[src/rtl/usb_data_buffer.sv]
// rtl/usb_data_buffer.sv - shared byte FIFO between bus side and USB packet engines
// First-word-fall-through head, registered occupancy, flush/clear empty the queue.
module usb_data_buffer #(
   parameter int DEPTH = 64
) (
   input  logic                    clk,
   input  logic                    n_rst,
   input  logic                    flush,
   input  logic                    clear,
   input  logic                    store_tx_data,
   input  logic [7:0]              tx_data,
   input  logic                    store_rx_packet_data,
   input  logic [7:0]              rx_packet_data,
   input  logic                    get_tx_packet_data,
   input  logic                    get_rx_data,
   output logic [7:0]              tx_packet_data,
   output logic [7:0]              rx_data,
   output logic [$clog2(DEPTH):0]  buffer_occupancy
);

   localparam int              AW       = $clog2(DEPTH);
   localparam logic [AW:0]     FULL_CNT = (AW+1)'(DEPTH);
   localparam logic [AW:0]     OCC_ONE  = (AW+1)'(1);
   localparam logic [AW-1:0]   PTR_ONE  = AW'(1);

   logic [7:0]    mem [DEPTH];
   logic [AW-1:0] wptr;
   logic [AW-1:0] rptr;
   logic          push;
   logic          pop;
   logic          empty;
   logic          full;
   logic          push_ok;
   logic          pop_ok;
   logic [7:0]    wdata;
   logic [7:0]    head;

   always_comb begin
      push    = store_tx_data | store_rx_packet_data;
      pop     = get_tx_packet_data | get_rx_data;
      empty   = (buffer_occupancy == '0);
      full    = (buffer_occupancy == FULL_CNT);
      // receiver data wins when both sides push in the same cycle
      wdata   = store_rx_packet_data ? rx_packet_data : tx_data;
      pop_ok  = pop & ~empty;
      // a full buffer still accepts a push when a pop frees the slot
      push_ok = push & (~full | pop_ok);
      head    = empty ? 8'h00 : mem[rptr];
   end

   assign tx_packet_data = head;
   assign rx_data        = head;

   always_ff @(posedge clk or negedge n_rst) begin
      if (!n_rst) begin
         for (int i = 0; i < DEPTH; i++) begin
            mem[i] <= 8'h00;
         end
         wptr             <= '0;
         rptr             <= '0;
         buffer_occupancy <= '0;
      end else if (flush || clear) begin
         wptr             <= '0;
         rptr             <= '0;
         buffer_occupancy <= '0;
      end else begin
         if (push_ok) begin
            mem[wptr] <= wdata;
            wptr      <= wptr + PTR_ONE;
         end
         if (pop_ok) begin
            rptr <= rptr + PTR_ONE;
         end
         if (push_ok && !pop_ok) begin
            buffer_occupancy <= buffer_occupancy + OCC_ONE;
         end else if (pop_ok && !push_ok) begin
            buffer_occupancy <= buffer_occupancy - OCC_ONE;
         end
      end
   end

endmodule

[config.mk]
export PLATFORM = sky130hd
export DESIGN_NAME = usb_data_buffer
export DESIGN_NICKNAME = d
export VERILOG_FILES = /design/src/rtl/usb_data_buffer.sv
export SDC_FILE = /design/constraint.sdc
export NUM_CORES = 1
export LEC_CHECK = 0
export CAP_MARGIN = 20
export CORE_ASPECT_RATIO = 0.75
export CORE_MARGIN = 8
export CORE_UTILIZATION = 56
export CTS_CLUSTER_DIAMETER = 60
export CTS_CLUSTER_SIZE = 14
export DETAILED_ROUTE_END_ITERATION = 6
export PLACE_DENSITY = 0.87
export SLEW_MARGIN = 0
export SYNTH_ARGS = -nofsm -noshare
export SYNTH_HDL_FRONTEND = slang
export SYNTH_SLANG_ARGS = --single-unit
export TNS_END_PERCENT = 5
[constraint.sdc]
create_clock -name clk -period 2.9 [get_ports clk]
set_input_delay 0.58 -clock clk [delete_from_list [all_inputs] [get_ports clk]]
set_output_delay 0.58 -clock clk [all_outputs]
set_load 0.05 [all_outputs]
; Word-level counts from Yosys, hierarchy flattened
; Index checks and enable logic that the tools add are counted.
[word_totals]
word_cells = 111
register_bits = 531
[op_classes]
magnitude_cmp = 3
bitwise_logic = 10
n_eq_ne = 1
reduce_logical = 11
n_addsub = 4
n_mux = 15
[ops]
columns = operator, n
row1 = bitwise mux 512 bit, 1
row2 = binary-select mux 8 bit (select 6 bit), 1
row3 = demux 8 bit (select 6 bit), 1
row4 = 2-to-1 mux 8 bit, 5
row5 = 2-to-1 mux 6 bit, 4
row6 = 2-to-1 mux 7 bit, 3
row7 = "greater-or-equal comparator 7 bit, second input constant", 2
row8 = inverter 6 -> 7 bit, 2
row9 = "adder 6 x 1 -> 6 bit, second input constant", 2
row10 = "adder 7 x 1 -> 7 bit, second input constant", 1
row11 = "equality test 7 bit, second input constant", 1
row12 = zero test 7 bit, 1
row13 = "less-than comparator 7 x 1 -> 1 bit, second input constant", 1
row14 = "subtractor 7 x 1 -> 7 bit, second input constant", 1
row15 = nonzero test 2 bit, 2
row16 = logical AND 1 bit, 3
row17 = inverter 1 bit, 3
row18 = bitwise OR 1 bit, 3
row19 = nonzero test 3 bit, 1
row20 = AND 1 bit, 2
row21 = zero test 1 bit, 2
row22 = AND reduction 2 bit, 1
row23 = logical OR 1 bit, 1

; Depth between registers and ports, before layout
[depth]
word_depth = 10
depth_mapped = 12
depth_no_buf = 11

; Least setup slack after synthesis
; Ideal clock, no wire load.
[synth_path]
path_kind = register -> register
startpoint = reg buffer_occupancy[2]
endpoint = reg buffer_occupancy[6]
n_path_buf = 0
synth_period_minus_slack_ns = 3.103
arrival_time_ns = 3.017
setup_slack_ns = -0.203
stages_incl_launch_ff = 11
cell_sequence = dfrtp_1 > nor4_4 > a31oi_2 > nand2b_4 > ha_1 > nor2b_1 > o31a_1 > o21ai_0 > nor3b_1 > nor3_1 > nor3_1
[synth_via]
elab_chain_cells = 8
word_cells_on_any_way = 17
[synth_lines]
columns = element, line_no
row1 = "start, declared", 18  ; output logic [$clog2(DEPTH):0] buffer_occupancy
row2 = "start signal, assigned", 75  ; buffer_occupancy <= buffer_occupancy + OCC_ONE;
row3 = "start signal, assigned", 77  ; buffer_occupancy <= buffer_occupancy - OCC_ONE;
row4 = branches (longest 8 deep; another with subtractor 7 x 1 -> 7 bit), n/a
; Parallel ways; which one is timed is not known. The select of a mux whose other input is x is not followed.
; A chain may end at the register's enable or synchronous reset.

; Worst setup path after layout
[layout_path]
startpoint = reg rptr[0]
endpoint = out tx_packet_data[3]
[layout_via]
elab_chain_cells = 5
[layout_lines]
columns = element, line_no
row1 = "start, declared", 28  ; logic [AW-1:0] rptr;
row2 = "start signal, assigned", 72  ; rptr <= rptr + PTR_ONE;
row3 = inverter 6 -> 7 bit (implied by the code), 48  ; head = empty ? 8'h00 : mem[rptr];
row4 = binary-select mux 8 bit (select 6 bit), 48
row5 = 2-to-1 mux 8 bit (implied by the code) (2 in series), 48
row6 = 2-to-1 mux 8 bit, 48
row7 = "end, declared", 16  ; output logic [7:0] tx_packet_data,
; No other way between the ends. The select of a mux whose other input is x is not followed.

==> flow_summary_export.csv <==
group,metric,value,unit
status,status,"complete, but fails checks",
status,violations,"setup timing",
synth,synth_top_cell_by_area,"dfrtp_1",
worst_setup_path,slowest_stage,"dfrtp_4",
synth,async_flop_share,100.0,%
worst_setup_path,crit_type,"reg2out",
job,max_cap_violations,0,
die,fp.dieH,196.5,um
place,dp_slack,-0.2997,ns
die,rows,66,
worst_setup_path,crit_path_end_kind,"output port",
worst_setup_path,timing.rr.start,"buffer_occupancy[5]$_DFFE_PN0P_",
timing,slew_violations,0,
worst_setup_path,crit_required,2.32,ns
final_layout,antenna_cells,0,
timing,fin_crit_sh,122.7,%
timing,min_period,3.559,ns
synth,yosysWarnings,0,
detailed_routing,drt_pass1_iterations,6,
worst_setup_path,cp-endpoint,"tx_packet_data[3]",
power_and_ir_drop,p_leak,12.51,nW
worst_setup_path,path_common_cell,"a21oi_1",
worst_setup_path,start_kind,"flop",
cts,clkLatencyLatePin,0.58,ns
grt,grt_pass1_vias,19107,
synth,avgSynthCellArea,10.90,um2
grt,grt_usage,26.07,%
worst_setup_path,worstRegToRegCells,10,
timing,fin_skew,0.02855,ns
worst_setup_path,slowest_delay,0.57,ns
place,dp_hpwl,41060,um
timing,hold_violations,0,
place,gp_congestion,0.9054,
hold_path,hold_class,"reg2reg",
worst_setup_path,r2r_slack,0.17,ns
power_and_ir_drop,ir_worst_vdd,554.6,uV
synth,yosys-top-cells-count,"dfrtp_1 (531), nand2_1 (417), o21ai_0 (386)",
worst_setup_path,r2r_end,"buffer_occupancy[6]$_DFFE_PN0P_",
hold_path,min_from,"mem[204]$_DFFE_PN0P_",
timing,fmax,281.0,MHz
synth,synth_edf_count,0,
place,port_buffers,46,
detailed_routing,totalWireLength,68740,um
detailed_routing,avgRoutedWirePerCell,24.03,um
timing,worstMarginPinSlew,0.8083,ns
die,start_util,56.41,%
detailed_routing,antenna_left,0,
synth,ys_types,53,
synth,synth.cell_area,24310,um2
die,core,43110,um2
grt,grt_max_degree,125,
cts,cts-buffers-inserted,44,
timing,fin_ws,-0.6593,ns
die,dieArea,50410,um2
timing,rsz0062_at_grt,"yes",
detailed_routing,post-route-drc-count,0,
power_and_ir_drop,powerDensity,690.8,nW/um2
detailed_routing,viasPerCell,6.530,
worst_setup_path,crit_chain,"buf_6 > clkbuf_16 > buf_16 > mux2i_1 > o221ai_1 > a21oi_1 > a21oi_1 > a22o_4 > buf_12",
synth,synth_top_cell_area_share,54.65,%
worst_setup_path,cp-startpoint,"rptr[0]$_DFFE_PN0P_",
synth,ys_seq_area_share,54.65,%
cts,clkSinkCount,531,
cts,cts_tree,"yes",
timing,final-setup-viol-count,16,
synth,ys.flop_type,"dfrtp_1",
final_layout,syn2layout_area_growth,15.56,%
grt,gr-total-overflow,0,
grt,grt_pass1_wl,105200,um
die,ios,47,
synth,synth_area_leaders,"dfrtp_1 (55%), mux4_2 (9.0%), o21ai_0 (7.9%), nand2_1 (6.4%), mux2i_1 (3.0%)",
synth,syn_inst,2231,
final_layout,final_util,65.18,%
final_layout,fin_cells,2861,
grt,antenna_found_initial,1,
cts,clk_pin_slew_worst_paths,0.07,ns
cts,root_buffer,"clkbuf_16",
timing,timing.setup.tns,-10.16,ns
final_layout,final_net_count,2310,
place,dp_cells,2785,
worst_setup_path,cp_data_arrival_time,2.98,ns
die,die_w,256.6,um
detailed_routing,drt_iter0_drc,2445,
timing,relSlewSlack,46.11,%
synth,yosysMostFrequentCell,"dfrtp_1",
cts,htreeDepth,2,
worst_setup_path,critical_path.max_fanout,16,
cts,clockBufferDepth,3,
synth,ys_seq_elements,531,
final_layout,final_layout_size_suffix_gt1_share,21.16,%
synth,syn_nets,2264,
detailed_routing,route.vias.total,18683,
## stage by stage
| step | instance area, um2 | hold WS [ns] | total power (W) |
|---|---|---|---|
| after global placement | 26020 | 0.4562 | 0.01296 |
| after CTS | 27640 | 0.4796 | 0.01896 |
| final | 28100 | 0.4772 | 0.01941 |
| after floorplan | 24340 | 0.2844 | 0.01095 |
| after global routing | 28100 | 0.4990 | 0.01997 |
| after detailed placement | 26020 | 0.4628 | 0.01312 |
## routing by layer
metal  up-vias  track usage (%)  wire, um
met2      1206            41.24     32600
met5         -                0        12
met3       245            7.463      7913
met4         2            10.63      2837
li1       7859                -         -
met1      9371            33.98     25380
## cells in the final DEF (no fill, tap or decap), types with 15 or more instances in the layout
cell type and instances:
nand2_1 413, buf_4 91, o22ai_1 15, clkbuf_16 48, clkdlybuf4s50_1 29, buf_12 52
mux4_2 97, nand2_4 48, mux2i_1 62, a21oi_1 127, o21ai_0 386, o21ai_1 17
nor2_1 134, a22oi_2 17, dfrtp_1 526, a211oi_2 23
## final cells by class
class	count	area (um2)
multi-input combinational	1503	10480
fill	2903	15010
inverter	9	36.28
clock buffer	48	1147
sequential	531	13300
timing repair buffer	188	2332
clock inverter	4	78.83
tap	578	723.2
## flip-flops by register name, indices dropped and copies added, names as in the netlist
register	count
rptr	6
mem	512
buffer_occupancy	7
wptr	6
## kinds of logic after synthesis
logic type | count (synthesis) | share of synthesized area, %
AND/OR/NAND/NOR | 661 | 13.06
buffers and inverters | 197 | 4.626
AO/OA/AOI/OAI | 648 | 14.63
flip-flops | 531 | 54.65
multiplexers | 171 | 12.03
adder cells (fa/ha/maj) | 9 | 0.4940
XOR/XNOR | 14 | 0.5043
## power by group
part | switching (W) | internal (W) | total [W]
Sequential | 0.000157 | 0.00755 | 0.00771
Clock | 0.00265 | 0.00290 | 0.00555
Combinational | 0.00328 | 0.00287 | 0.00615
Total | 0.00609 | 0.0133 | 0.0194
## how the worst min path moves through the flow
stage	slack [ns]	cells after the start	to
final	0.48	2	mem[204]$_DFFE_PN0P_
after global routing	0.50	2	mem[276]$_DFFE_PN0P_
after CTS	0.48	2	mem[164]$_DFFE_PN0P_
after detailed placement	0.46	1	mem[286]$_DFFE_PN0P_
after global placement	0.46	1	mem[278]$_DFFE_PN0P_
after floorplan	0.28	0	buffer_occupancy[0]$_DFFE_PN0P_
## critical path, delay by kind of cell, from the launching register on
kind	cells	cell delay (ns)
compound gates	4	0.96
flops	1	0.57
buf+inv	4	0.65
mux	1	0.22
## timing repair
item | 4_1_cts | 5_1_grt
buffers inserted | 5 | 14
hold buffers | 1 | 0
endpoints found under the setup margin | 16 | 17
endpoints found under the hold margin | 23 | 0
gates resized for setup | 48 | 66
pin swaps | 9 | 31
cloned | 4 | 3
No activity file was read; power rests on OpenSTA's default activity.
